### src/rtl/pixel_stream_pkg.sv
// Shared types and defaults for the pixel-buffer consumer path.
// Latency: none (types and constants only).
// Backpressure: none (types and constants only).
package pixel_stream_pkg;

    localparam int PIXEL_W          = 24;
    localparam int DEF_LINE_WIDTH   = 1280;
    localparam int DEF_FRAME_HEIGHT = 720;
    localparam int X_W              = 11;
    localparam int Y_W              = 10;

    typedef logic [PIXEL_W-1:0] rgb_t;

    typedef enum logic [1:0] {
        IDLE  = 2'd0,
        RUN   = 2'd1,
        DRAIN = 2'd2
    } reader_state_t;

    // Raster tag travelling alongside the head pixel.
    typedef struct packed {
        logic [X_W-1:0] x;
        logic [Y_W-1:0] y;
        logic           sof;
        logic           eol;
    } raster_tag_t;

endpackage

### src/rtl/pixel_skid_buffer.sv
// 2-entry register FIFO for valid/ready stages; the head always lives in slot 0.
// Latency: a push is visible at the head the cycle after it is written.
// Backpressure: pop_rdy is ignored while empty; a push into a full buffer without a pop is dropped, so callers hold a credit.
module pixel_skid_buffer #(
    parameter int W = 24
) (
    input  logic         core_clk,
    input  logic         arst_n,
    input  logic         push_vld,
    input  logic [W-1:0] push_dat,
    input  logic         pop_rdy,
    output logic         head_vld,
    output logic [W-1:0] head_dat,
    output logic [1:0]   occupancy
);

    logic [W-1:0] slot0_q, slot0_d;
    logic [W-1:0] slot1_q, slot1_d;
    logic [1:0]   occ_q, occ_d;
    logic         do_push;
    logic         do_pop;

    always_comb begin
        do_pop  = pop_rdy && (occ_q != 2'd0);
        do_push = push_vld && ((occ_q != 2'd2) || do_pop);
        slot0_d = slot0_q;
        slot1_d = slot1_q;
        occ_d   = occ_q;
        case ({do_push, do_pop})
            2'b10: begin
                if (occ_q == 2'd0) begin
                    slot0_d = push_dat;
                end else begin
                    slot1_d = push_dat;
                end
                occ_d = occ_q + 2'd1;
            end
            2'b01: begin
                slot0_d = slot1_q;
                occ_d   = occ_q - 2'd1;
            end
            2'b11: begin
                // Simultaneous push/pop: occupancy unchanged, FIFO order kept.
                if (occ_q == 2'd1) begin
                    slot0_d = push_dat;
                end else begin
                    slot0_d = slot1_q;
                    slot1_d = push_dat;
                end
            end
            default: ;
        endcase
    end

    always_ff @(posedge core_clk or negedge arst_n) begin
        if (!arst_n) begin
            slot0_q <= '0;
            slot1_q <= '0;
            occ_q   <= 2'd0;
        end else begin
            slot0_q <= slot0_d;
            slot1_q <= slot1_d;
            occ_q   <= occ_d;
        end
    end

    assign head_vld  = (occ_q != 2'd0);
    assign head_dat  = slot0_q;
    assign occupancy = occ_q;

endmodule

### src/rtl/pixel_stream_reader.sv
// Pixel-buffer consumer: issues FIFO reads, absorbs the 1-cycle read latency in a skid buffer, emits a raster-tagged stream.
// Latency: 2 cycles from fifoReadEn to outValid; 1 pixel/clk sustained.
// Backpressure: outReady low holds head and tags stable; reads stop at 2 slots held. Starvation counter under PIXEL_READER_UNDERRUN_EN.
module pixel_stream_reader
    import pixel_stream_pkg::*;
#(
    parameter int LINE_WIDTH   = DEF_LINE_WIDTH,
    parameter int FRAME_HEIGHT = DEF_FRAME_HEIGHT,
    parameter int PIXEL_WIDTH  = PIXEL_W
) (
    input  logic                   clk,
    input  logic                   rst,
    input  logic                   enable,
    input  logic                   frameRestart,
    input  logic                   fifoEmpty,
    output logic                   fifoReadEn,
    input  logic [PIXEL_WIDTH-1:0] fifoData,
    output logic                   outValid,
    input  logic                   outReady,
    output logic [PIXEL_WIDTH-1:0] outPixel,
    output logic [X_W-1:0]         outX,
    output logic [Y_W-1:0]         outY,
    output logic                   outSof,
    output logic                   outEol,
    output logic [15:0]            underrunCount
);

    localparam logic [X_W-1:0] X_LAST = X_W'(LINE_WIDTH - 1);
    localparam logic [Y_W-1:0] Y_LAST = Y_W'(FRAME_HEIGHT - 1);

    reader_state_t  state_q, state_d;
    logic           inflight_q, inflight_d;
    logic [X_W-1:0] x_q, x_d;
    logic [Y_W-1:0] y_q, y_d;
    logic [1:0]     occ;
    logic           head_vld;
    logic           pop;
    logic           restart;
    logic           x_last;
    logic           y_last;
    logic [2:0]     credit_used;
    raster_tag_t    tag;

    pixel_skid_buffer #(
        .W(PIXEL_WIDTH)
    ) u_skid (
        .core_clk (clk),
        .arst_n   (rst),
        .push_vld (inflight_q),
        .push_dat (fifoData),
        .pop_rdy  (outReady),
        .head_vld (head_vld),
        .head_dat (outPixel),
        .occupancy(occ)
    );

    assign pop     = head_vld && outReady;
    assign restart = (state_q == IDLE) && frameRestart;
    assign x_last  = (x_q == X_LAST);
    assign y_last  = (y_q == Y_LAST);

    // Slots still held after this cycle's pop; crediting the pop sustains 1 read/clk.
    assign credit_used = {1'b0, occ} + {2'b00, inflight_q} - {2'b00, pop};
    assign fifoReadEn  = (state_q == RUN) && !fifoEmpty && (credit_used < 3'd2);

    always_comb begin
        state_d    = state_q;
        inflight_d = fifoReadEn;
        unique case (state_q)
            IDLE: begin
                if (enable) state_d = RUN;
            end
            RUN: begin
                if (!enable) state_d = DRAIN;
            end
            DRAIN: begin
                if (enable) begin
                    state_d = RUN;
                end else if ((occ == 2'd0) && !inflight_q) begin
                    state_d = IDLE;
                end
            end
            default: state_d = IDLE;
        endcase
    end

    always_comb begin
        x_d = x_q;
        y_d = y_q;
        if (pop) begin
            if (x_last) begin
                x_d = '0;
                y_d = y_last ? '0 : y_q + Y_W'(1);
            end else begin
                x_d = x_q + X_W'(1);
            end
        end else if (restart) begin
            x_d = '0;
            y_d = '0;
        end
    end

    // Markers are qualified by valid so an empty buffer at (0,0) shows no SOF.
    always_comb begin
        tag.x   = x_q;
        tag.y   = y_q;
        tag.sof = head_vld && (x_q == '0) && (y_q == '0);
        tag.eol = head_vld && x_last;
    end

    always_ff @(posedge clk or negedge rst) begin
        if (!rst) begin
            state_q    <= IDLE;
            inflight_q <= 1'b0;
            x_q        <= '0;
            y_q        <= '0;
        end else begin
            state_q    <= state_d;
            inflight_q <= inflight_d;
            x_q        <= x_d;
            y_q        <= y_d;
        end
    end

    assign outValid = head_vld;
    assign outX     = tag.x;
    assign outY     = tag.y;
    assign outSof   = tag.sof;
    assign outEol   = tag.eol;

`ifdef PIXEL_READER_UNDERRUN_EN
    logic [15:0] underrun_q, underrun_d;

    // Starved mid-line: running, past column 0, nothing buffered and nothing arriving.
    always_comb begin
        underrun_d = underrun_q;
        if (restart) begin
            underrun_d = '0;
        end else if ((state_q == RUN) && (x_q != '0) && !head_vld && !inflight_q
                     && (underrun_q != 16'hFFFF)) begin
            underrun_d = underrun_q + 16'd1;
        end
    end

    always_ff @(posedge clk or negedge rst) begin
        if (!rst) begin
            underrun_q <= '0;
        end else begin
            underrun_q <= underrun_d;
        end
    end

    assign underrunCount = underrun_q;
`else
    assign underrunCount = '0;
`endif

endmodule
### config.mk
export PLATFORM = sky130hd
export DESIGN_NAME = pixel_stream_reader
export DESIGN_NICKNAME = d
export VERILOG_FILES = /design/src/rtl/pixel_stream_pkg.sv /design/src/rtl/pixel_skid_buffer.sv /design/src/rtl/pixel_stream_reader.sv
export SDC_FILE = /design/constraint.sdc
export NUM_CORES = 1
export LEC_CHECK = 0
export CAP_MARGIN = 20
export CORE_MARGIN = 4
export CORE_UTILIZATION = 25
export DETAILED_ROUTE_END_ITERATION = 8
export HOLD_SLACK_MARGIN = 0.15
export SYNTH_ARGS = -nofsm -noshare
export SYNTH_HDL_FRONTEND = slang
export SYNTH_SLANG_ARGS = --single-unit
### constraint.sdc
create_clock -name clk -period 2.7 [get_ports clk]
set_clock_uncertainty 0.15 [all_clocks]
set_input_delay 0.27 -clock clk [delete_from_list [all_inputs] [get_ports clk]]
set_output_delay 0.27 -clock clk [all_outputs]
set_load 0.02 [all_outputs]
Word-level counts from Yosys, hierarchy flattened
Cells that the tools add are included.
{"block": "totals", "inputBits": 30, "wordCells": 74, "regBits": 74, "output_inout_bits": 65}
{"block": "op_classes", "eq_ne": 16, "n_mux": 19, "magnitude_cmp": 1, "reduce_logical": 25, "add_sub_neg": 6}
{"cell": "$mux 24", "count": 4}
{"cell": "$pmux 24 s3", "count": 1}
{"cell": "$pmux 24 s2", "count": 1}
{"cell": "$mux 10", "count": 4}
{"cell": "$mux 11", "count": 3}
{"cell": "$ne 2x2->1 const B", "count": 6}
{"cell": "$add 11x1->11 const B", "count": 1}
{"cell": "$eq 11x11->1 const B", "count": 1}
{"cell": "$logic_not 11->1", "count": 1}
{"cell": "$add 10x1->10 const B", "count": 1}
{"cell": "$eq 10x10->1 const B", "count": 1}
{"cell": "$logic_not 10->1", "count": 1}
{"cell": "$logic_and 1x1->1", "count": 9}
{"cell": "$mux 2", "count": 4}
{"cell": "$reduce_bool 2->1", "count": 4}
{"cell": "$eq 2x1->1 const B", "count": 3}
{"cell": "$eq 2x2->1 const B", "count": 3}
{"cell": "$pmux 2 s3", "count": 1}
{"cell": "$reduce_and 3->1", "count": 2}
{"cell": "$logic_not 2->1", "count": 2}
{"cell": "$pmux 2 s2", "count": 1}
{"cell": "$reduce_and 2->1", "count": 2}
{"cell": "$add 2x1->3", "count": 1}
{"cell": "$lt 3x2->1 const B", "count": 1}
{"cell": "other kinds (8)", "count": 9}

Logic depth before layout (Yosys ltp)
Gate-level depths: netlist of run 1.
{"block": "depth", "ltp_word": 7, "mapped_depth": 11, "depth_no_buf": 9}

Cells and area by module
Synthesis of run 1 repeated with hierarchy kept, for this count alone.
{"block": "hier_totals", "hier_cells": 387, "hier_area_um2": 4067.7}
{"mod": "pixel_skid_buffer", "seq_area_each_um2": 1251.2, "area_each_um2": 2393.5, "cells_per_inst": 212, "instances": 1}
{"mod": "pixel_stream_reader", "seq_area_each_um2": 600.6, "area_each_um2": 1674.1, "cells_per_inst": 175, "instances": 1}

Worst setup path before layout of run 1
Ideal clock, no wire load.
{"block": "synth_timing", "kind": "register to output", "start": "register u_skid.occ_q[1], in the netlist u_skid.occupancy[1]", "end": "output fifoReadEn", "required_ns": 2.280, "arrival_time_ns": 2.972, "stages_incl_launch_ff": 12, "setup_slack_ns": -0.692, "n_path_buf": 2, "cell_sequence": "dfrtp_1 > inv_1 > ha_1 > nand2b_1 > buf_4 > inv_2 > buf_2 > ha_1 > nand2b_1 > fa_1 > xor2_1 > nor4b_1"}
{"block": "synth_via", "elab_chain_len": 5, "word_cells_on_any_way": 6, "cone_classes": "2 x add/sub; 1 x order compare; 3 x reduce/logical"}
{"element": "start: declaration", "line_no": "pixel_skid_buffer.sv:19", "text": "logic [1:0] occ_q, occ_d;"}
{"element": "start signal: assignment", "line_no": "pixel_skid_buffer.sv:59", "text": "occ_q <= 2'd0;"}
{"element": "start signal: assignment", "line_no": "pixel_skid_buffer.sv:63", "text": "occ_q <= occ_d;"}
{"element": "parallel branches: the longest is 2 deep, another holds $add 2x1->3"}
{"element": "$sub 3x1->3 (*)", "line_no": "pixel_stream_reader.sv:63", "text": "assign credit_used = {1'b0, occ} + {2'b00, inflight_q} - {2'b00, pop};"}
{"element": "$lt 3x2->1 (*)", "line_no": "pixel_stream_reader.sv:64", "text": "assign fifoReadEn = (state_q == RUN) && !fifoEmpty && (credit_used < 3'd2);"}
{"element": "$logic_and 1x1->1 (*)", "line_no": "pixel_stream_reader.sv:64"}
{"element": "end: declaration", "line_no": "pixel_stream_reader.sv:16", "text": "output logic fifoReadEn,"}
Every way passes the cells marked *.

Final worst setup path of run 1
Ends and elaborated chain as after synthesis.

==> metrics, run 1 <==
die height 129 microns; Switching Power 1970 uW; total gr overflow 0; critical path launch point type flip-flop; P_int 3520 uW; Async S/R FF share, synth 100%; most used flip-flop cell after synthesis dfrtp_1; register bit total from synthesis 74; initial drt markers 158; post-DP HPWL 6.94 mm; Setup Crit Path Kind flip-flop to primary output; Clock transition at path regs 0.06 ns; Port Buf Inserts 78; Final WS setup -0.139 ns; Post-Place Cells 643; worst min path class input port to asynchronous set/reset pin; Critical Path AT 2.42 ns; H-tree depth 3; CTS tree done; GPL Wtd Cong 0.842; Routed Antenna Nets 0; clock share of power 25.0%; final wirelength 9.61 mm; number of global-route vias before repair 3108; I/O pin cnt 95; most common cell in the netlist dfrtp_1; TritonCTS Buffers 9; clk_lat worst skew 0.34 ns; Tcrit/Tclk final 105%; layout cells sized above 1 13.7%; Finish-stage setup viols 1; Yosys top cell area share 50.5%; Worst Max-Slew Pin Slew 0.563 ns; failing checks negative setup slack; drt pass-1 iters 4; unrepaired setup endpoints after global routing yes; residual DRC count 0; n_diodes 0; die area 16700 sq um; status finished, violations left; pin count of the biggest net entering global routing 49; post-synthesis sequential area ratio 50.5%; Layout area overhead 41.2%; root buf cell clkbuf_16; Die W 129 microns; Cell Area, Synth 3660 sq um; Yosys warning count 0; routed vias 3146; Non-Filler Instances 662; Initial Util 26.0%; Via density 4.75; part of the power in registers 33.3%; Power per Cell Area 1060 nW/um^2; Hold Violations, Final 0; Synth area leader dfrtp_1; reg2reg setup slack 0.45 ns; initial antenna violation count 0; wire length per cell 14.5 microns; Synth Area per Inst 9.62 sq um; Max Freq 0.352 GHz; total global-route track usage 12.1%; CP Data Required Time 2.28 ns; Max Buffers Root-to-Sink 2; CP Max Fanout 2; total power 5490 uW; min Tclk post-route 2.84 ns; clk sinks 74; peak supply drop 365 uV; Max Cap Viol 0; combinational share of power 41.7%; largest cells by area after synthesis dfrtp_1, a22oi_1, o21ai_1; Post-synth EDFFs 0; LEAKAGE 0.00231 uW; synth unique cells 48; fin. max-slew vios 0; core area 14100 sq um; Rows 43; worst relative slew slack 61.9%; synth cell count leaders dfrtp_1, nand2_1, inv_1; Final Net Count 516; element type at the critical path end primary output; instance count of the mapped netlist 381; first-pass GRT wire length 15.8 mm; Net Sw Frac 35.9%
-- sequential cells by signal, summed over array words and instances (netlist names) --
name,cells
u_skid.head_dat,24
u_skid.slot1_q,24
outX,11
outY,10
state_q,2
u_skid.occupancy,2
inflight_q,1
-- worst paths after layout --
path                                                  from  depth (start not counted)                              end
max                        u_skid.occupancy[1]$_DFFE_PN0P_                         10                       fifoReadEn
min                                                    rst                          2              outX[3]$_DFFE_PN0P_
max reg2reg                u_skid.occupancy[1]$_DFFE_PN0P_                         10             inflight_q$_DFF_PN0_
min reg2reg                 u_skid.slot1_q[11]$_DFFE_PN0P_                          2   u_skid.slot1_q[11]$_DFFE_PN0P_
max in group asynchronous                              rst                          3  u_skid.occupancy[1]$_DFFE_PN0P_
min in group clk            u_skid.slot1_q[11]$_DFFE_PN0P_                          2   u_skid.slot1_q[11]$_DFFE_PN0P_
-- power by group through the flow --
stage | sequential, uW | clock, uW | combinational [uW]
after detailed placement | 1850 | 0 | 2300
final | 1830 | 1370 | 2290
after global placement | 1820 | 0 | 2240
after floorplan | 2090 | 0 | 1040
after CTS | 1830 | 1420 | 2340
after global routing | 1880 | 1470 | 2530
-- metal layers --
layer / part of all wire (%) / GRT usage [%] / up-vias
li1: - / - / 1515
met1: 44 / 15.4 / 1530
met2: 49 / 19.5 / 87
met3: 5.2 / 3.34 / 14
met4: 1.9 / 4.88 / 0
met5: 0 / 0 / -
-- cell type report --
class,instances,area (sq um)
clock buffer,13,280
clock inverter,3,68.8
fill,1394,8920
inverter,34,130
multi-input combinational,254,1620
sequential,74,1850
tap,180,225
timing repair buffer,104,997
-- cells by family after synthesis --
kind of cell	Yosys count	synth area share, %
other	1	0.102
buffers and inverters	68	8.98
AO/OA/AOI/OAI	121	20.6
adder cells (fa/ha/maj)	9	3.28
XOR/XNOR	3	0.717
multiplexers	2	0.581
AND/OR/NAND/NOR	103	15.2
flip-flops	74	50.5
-- critical path: stages (launching register included) --
cell	delay [ns]
dfrtp_2	0.40
inv_2	0.08
ha_4	0.13
nand2b_4	0.13
inv_4	0.04
ha_4	0.20
nand2b_4	0.13
fa_2	0.35
xor2_2	0.17
nor4b_4	0.27
buf_4	0.18
-- per-stage QoR --
step	cell area, sq um	worst slack (ns)	hold slack (ns)	setup TNS [ns]	util [%]
after floorplan	3800	-0.0873	-0.176	-0.0873	-
after global placement	4800	-0.504	0.135	-0.504	34.0
after detailed placement	4800	-0.526	0.141	-0.526	34.0
after CTS	5170	-0.177	0.304	-0.177	36.7
after global routing	5170	-0.268	0.332	-0.268	36.7
final	5170	-0.139	0.287	-0.139	36.7
-- cells in the final DEF (no fill, tap or decap), types with 2 or more instances in the layout --
cell type	count
clkdlybuf4s50_1	75
dfrtp_1	73
nand2_1	39
inv_1	31
o21ai_1	30
o21ai_0	27
buf_4	25
a22oi_1	24
conb_1	16
a31oi_1	10
nand3_1	9
clkbuf_16	9
nor2_1	8
and3_1	7
nand4_1	7
a21oi_1	6
ha_1	6
nor3_1	4
nor4_1	4
nor2b_1	4
o211ai_1	4
clkbuf_8	4
a21oi_2	3
nor3b_2	3
a41oi_1	3
o31ai_1	3
o21a_1	3
nand2b_4	2
inv_2	2
nand2b_1	2
and4_1	2
and2_1	2
a221o_1	2
a22o_1	2
ha_4	2
bufinv_16	2
buf_12	2
-- timing repair --
action,4_1_cts,5_1_grt
pin swaps,2,0
hold buffers,1,0
buffers inserted,2,0
hold endpoints to repair,38,0
endpoints found under the setup margin,2,1
gates resized for setup,7,0
gates cloned,0,0
Note: power is estimated with default switching activity, not from simulation.
==> inputs of run 2 (changes only) <==
--- a/config.mk
+++ b/config.mk
@@ -6,9 +6,10 @@
 export NUM_CORES = 1
 export LEC_CHECK = 0
 export CAP_MARGIN = 20
-export CORE_MARGIN = 4
+export CORE_MARGIN = 10
 export CORE_UTILIZATION = 25
 export DETAILED_ROUTE_END_ITERATION = 8
+export DONT_BUFFER_PORTS = 1
 export HOLD_SLACK_MARGIN = 0.15
 export SYNTH_ARGS = -nofsm -noshare
 export SYNTH_HDL_FRONTEND = slang
==> metrics, run 2 (synthesized netlist as in run 1, its figures left out) <==
die area 19900 sq um; Port Buf Inserts 0; reg2reg setup slack 0.37 ns; fin util 31.7%; pin count of the biggest net entering global routing 75; Setup Crit Path Kind flip-flop to primary output; Finish-stage setup viols 1; initial drt markers 166; commonest non-fill, non-tap cell in the layout dfrtp_1; Power per Cell Area 1070 nW/um^2; fin area 4580 sq um; part of the power in registers 44.5%; P_int 2980 uW; unrepaired setup endpoints after global routing yes; Net Sw Frac 39.2%; Initial Util 25.4%; peak supply drop 432 uV; CTS tree done; wire length per cell 16.4 microns; instance area at placement 3930 sq um; Via density 4.83; n_diodes 0; Crit path max-delay family simple AND/OR/NAND/NOR gates; Max Cap Viol 0; clk sinks 74; drt pass-1 iters 4; initial antenna violation count 0; routed vias 2935; clock share of power 26.4%; Critical Path Start u_skid.occupancy[0]$_DFFE_PN0P_; final wirelength 9.95 mm; HP Start outReady; Routed Antenna Nets 0; core area 14400 sq um; die height 141 microns; Critical R2R Launch u_skid.occupancy[0]$_DFFE_PN0P_; min Tclk post-route 2.80 ns; Hold Violations, Final 0; worst min path class input port to flip-flop; layout cells sized above 1 13.2%; fin. max-slew vios 0; Critical Path AT 2.38 ns; Max Buffers Root-to-Sink 2; CP peak stage delay 0.43 ns; Final WS setup -0.0998 ns; clk_lat worst skew 0.34 ns; residual DRC count 0; CP Data Required Time 2.28 ns; critical path launch point type flip-flop; I/O pin cnt 95; number of global-route vias before repair 2863; status finished, violations left; Rows 44; CP max-delay cell nor4b_4; Switching Power 1920 uW; Layout area overhead 25.0%; Tcrit/Tclk final 104%; Clock transition at path regs 0.06 ns; total gr overflow 0; Worst Path Buf+Inv 2; element type at the critical path end primary output; CP Max Fanout 2; worst-path cell chain inv_2, ha_4, nand2b_4, inv_4, ha_4, nand2b_4, fa_2, xor2_2, nor4b_4; worst relative slew slack 58.2%; first-pass GRT wire length 15.9 mm; combinational share of power 29.0%; H-tree depth 3; Worst Max-Slew Pin Slew 0.627 ns; LEAKAGE 0.00207 uW; commonest cells after routing, fill and taps aside dfrtp_1, nand2_1, inv_1; total global-route track usage 10.1%; Die W 141 microns; Final Net Count 458; failing checks negative setup slack; Max Freq 0.357 GHz; GPL Wtd Cong 0.781; TritonCTS Buffers 9; post-DP HPWL 7.03 mm; root buf cell clkbuf_16
## run 2: worst reg2reg max path, cell delays in order (launching register included)
cell	delay (ns)
dfrtp_1	0.39
inv_2	0.09
ha_4	0.13
nand2b_4	0.12
inv_4	0.04
ha_4	0.19
nand2b_4	0.13
fa_2	0.35
xor2_2	0.16
nor4b_4	0.43
## run 2: worst paths after layout
path	end	cells past startpoint
worst min register to register	u_skid.slot1_q[14]$_DFFE_PN0P_	2
min in group asynchronous	outX[1]$_DFFE_PN0P_	2
worst max register to register	inflight_q$_DFF_PN0_	9
max in group asynchronous	u_skid.slot1_q[17]$_DFFE_PN0P_	2
worst min-delay path	outX[2]$_DFFE_PN0P_	5
worst max-delay path	fifoReadEn	9
## run 2: cell type report
| cell class | instances | area (sq um) |
|---|---|---|
| Clock inverter | 5 | 77.6 |
| Tap cell | 184 | 230 |
| Multi-Input combinational cell | 254 | 1610 |
| Sequential cell | 74 | 1850 |
| Timing Repair Buffer | 46 | 433 |
| Inverter | 34 | 130 |
| Clock buffer | 11 | 243 |
| Fill cell | 1487 | 9840 |
## run 2: what timing repair did
| item | in CTS | in global routing |
|---|---|---|
| hold buffers | 28 | 0 |
| cloned | 0 | 0 |
| setup endpoints to repair | 1 | 1 |
| endpoints found under the hold margin | 125 | 0 |
| buffers inserted | 4 | 0 |
| pin swaps | 3 | 0 |
| resized for setup | 0 | 0 |
## run 2: power by group through the flow
| stage | Combinational (uW) | Sequential [uW] | Clock, uW |
|---|---|---|---|
| final | 1420 | 2180 | 1290 |
| after detailed placement | 1330 | 2220 | 0 |
| after CTS | 1440 | 2200 | 1340 |
| after floorplan | 1040 | 2090 | 0 |
| after global routing | 1620 | 2250 | 1390 |
| after global placement | 1270 | 2200 | 0 |
## run 2: metal layers
metal	vias up	GRT usage (%)	routed length, microns
li1	1410	-	-
met1	1449	11.7	4240
met2	65	16.9	5040
met3	11	3.16	492
met4	0	4.46	174
met5	-	0	0
## run 2: metrics by stage
stage	TNS, ns	total power, uW	worst slack [ns]	instances	hold WS (ns)
finish	-0.0998	4900	-0.0998	608	0.223
global route	-0.235	5260	-0.235	608	0.248
CTS	-0.133	4980	-0.133	608	0.207
detailed placement	0	3550	0.0832	560	-0.173
global placement	0	3470	0.125	560	-0.172
floorplan	-0.0873	3130	-0.0873	396	-0.176
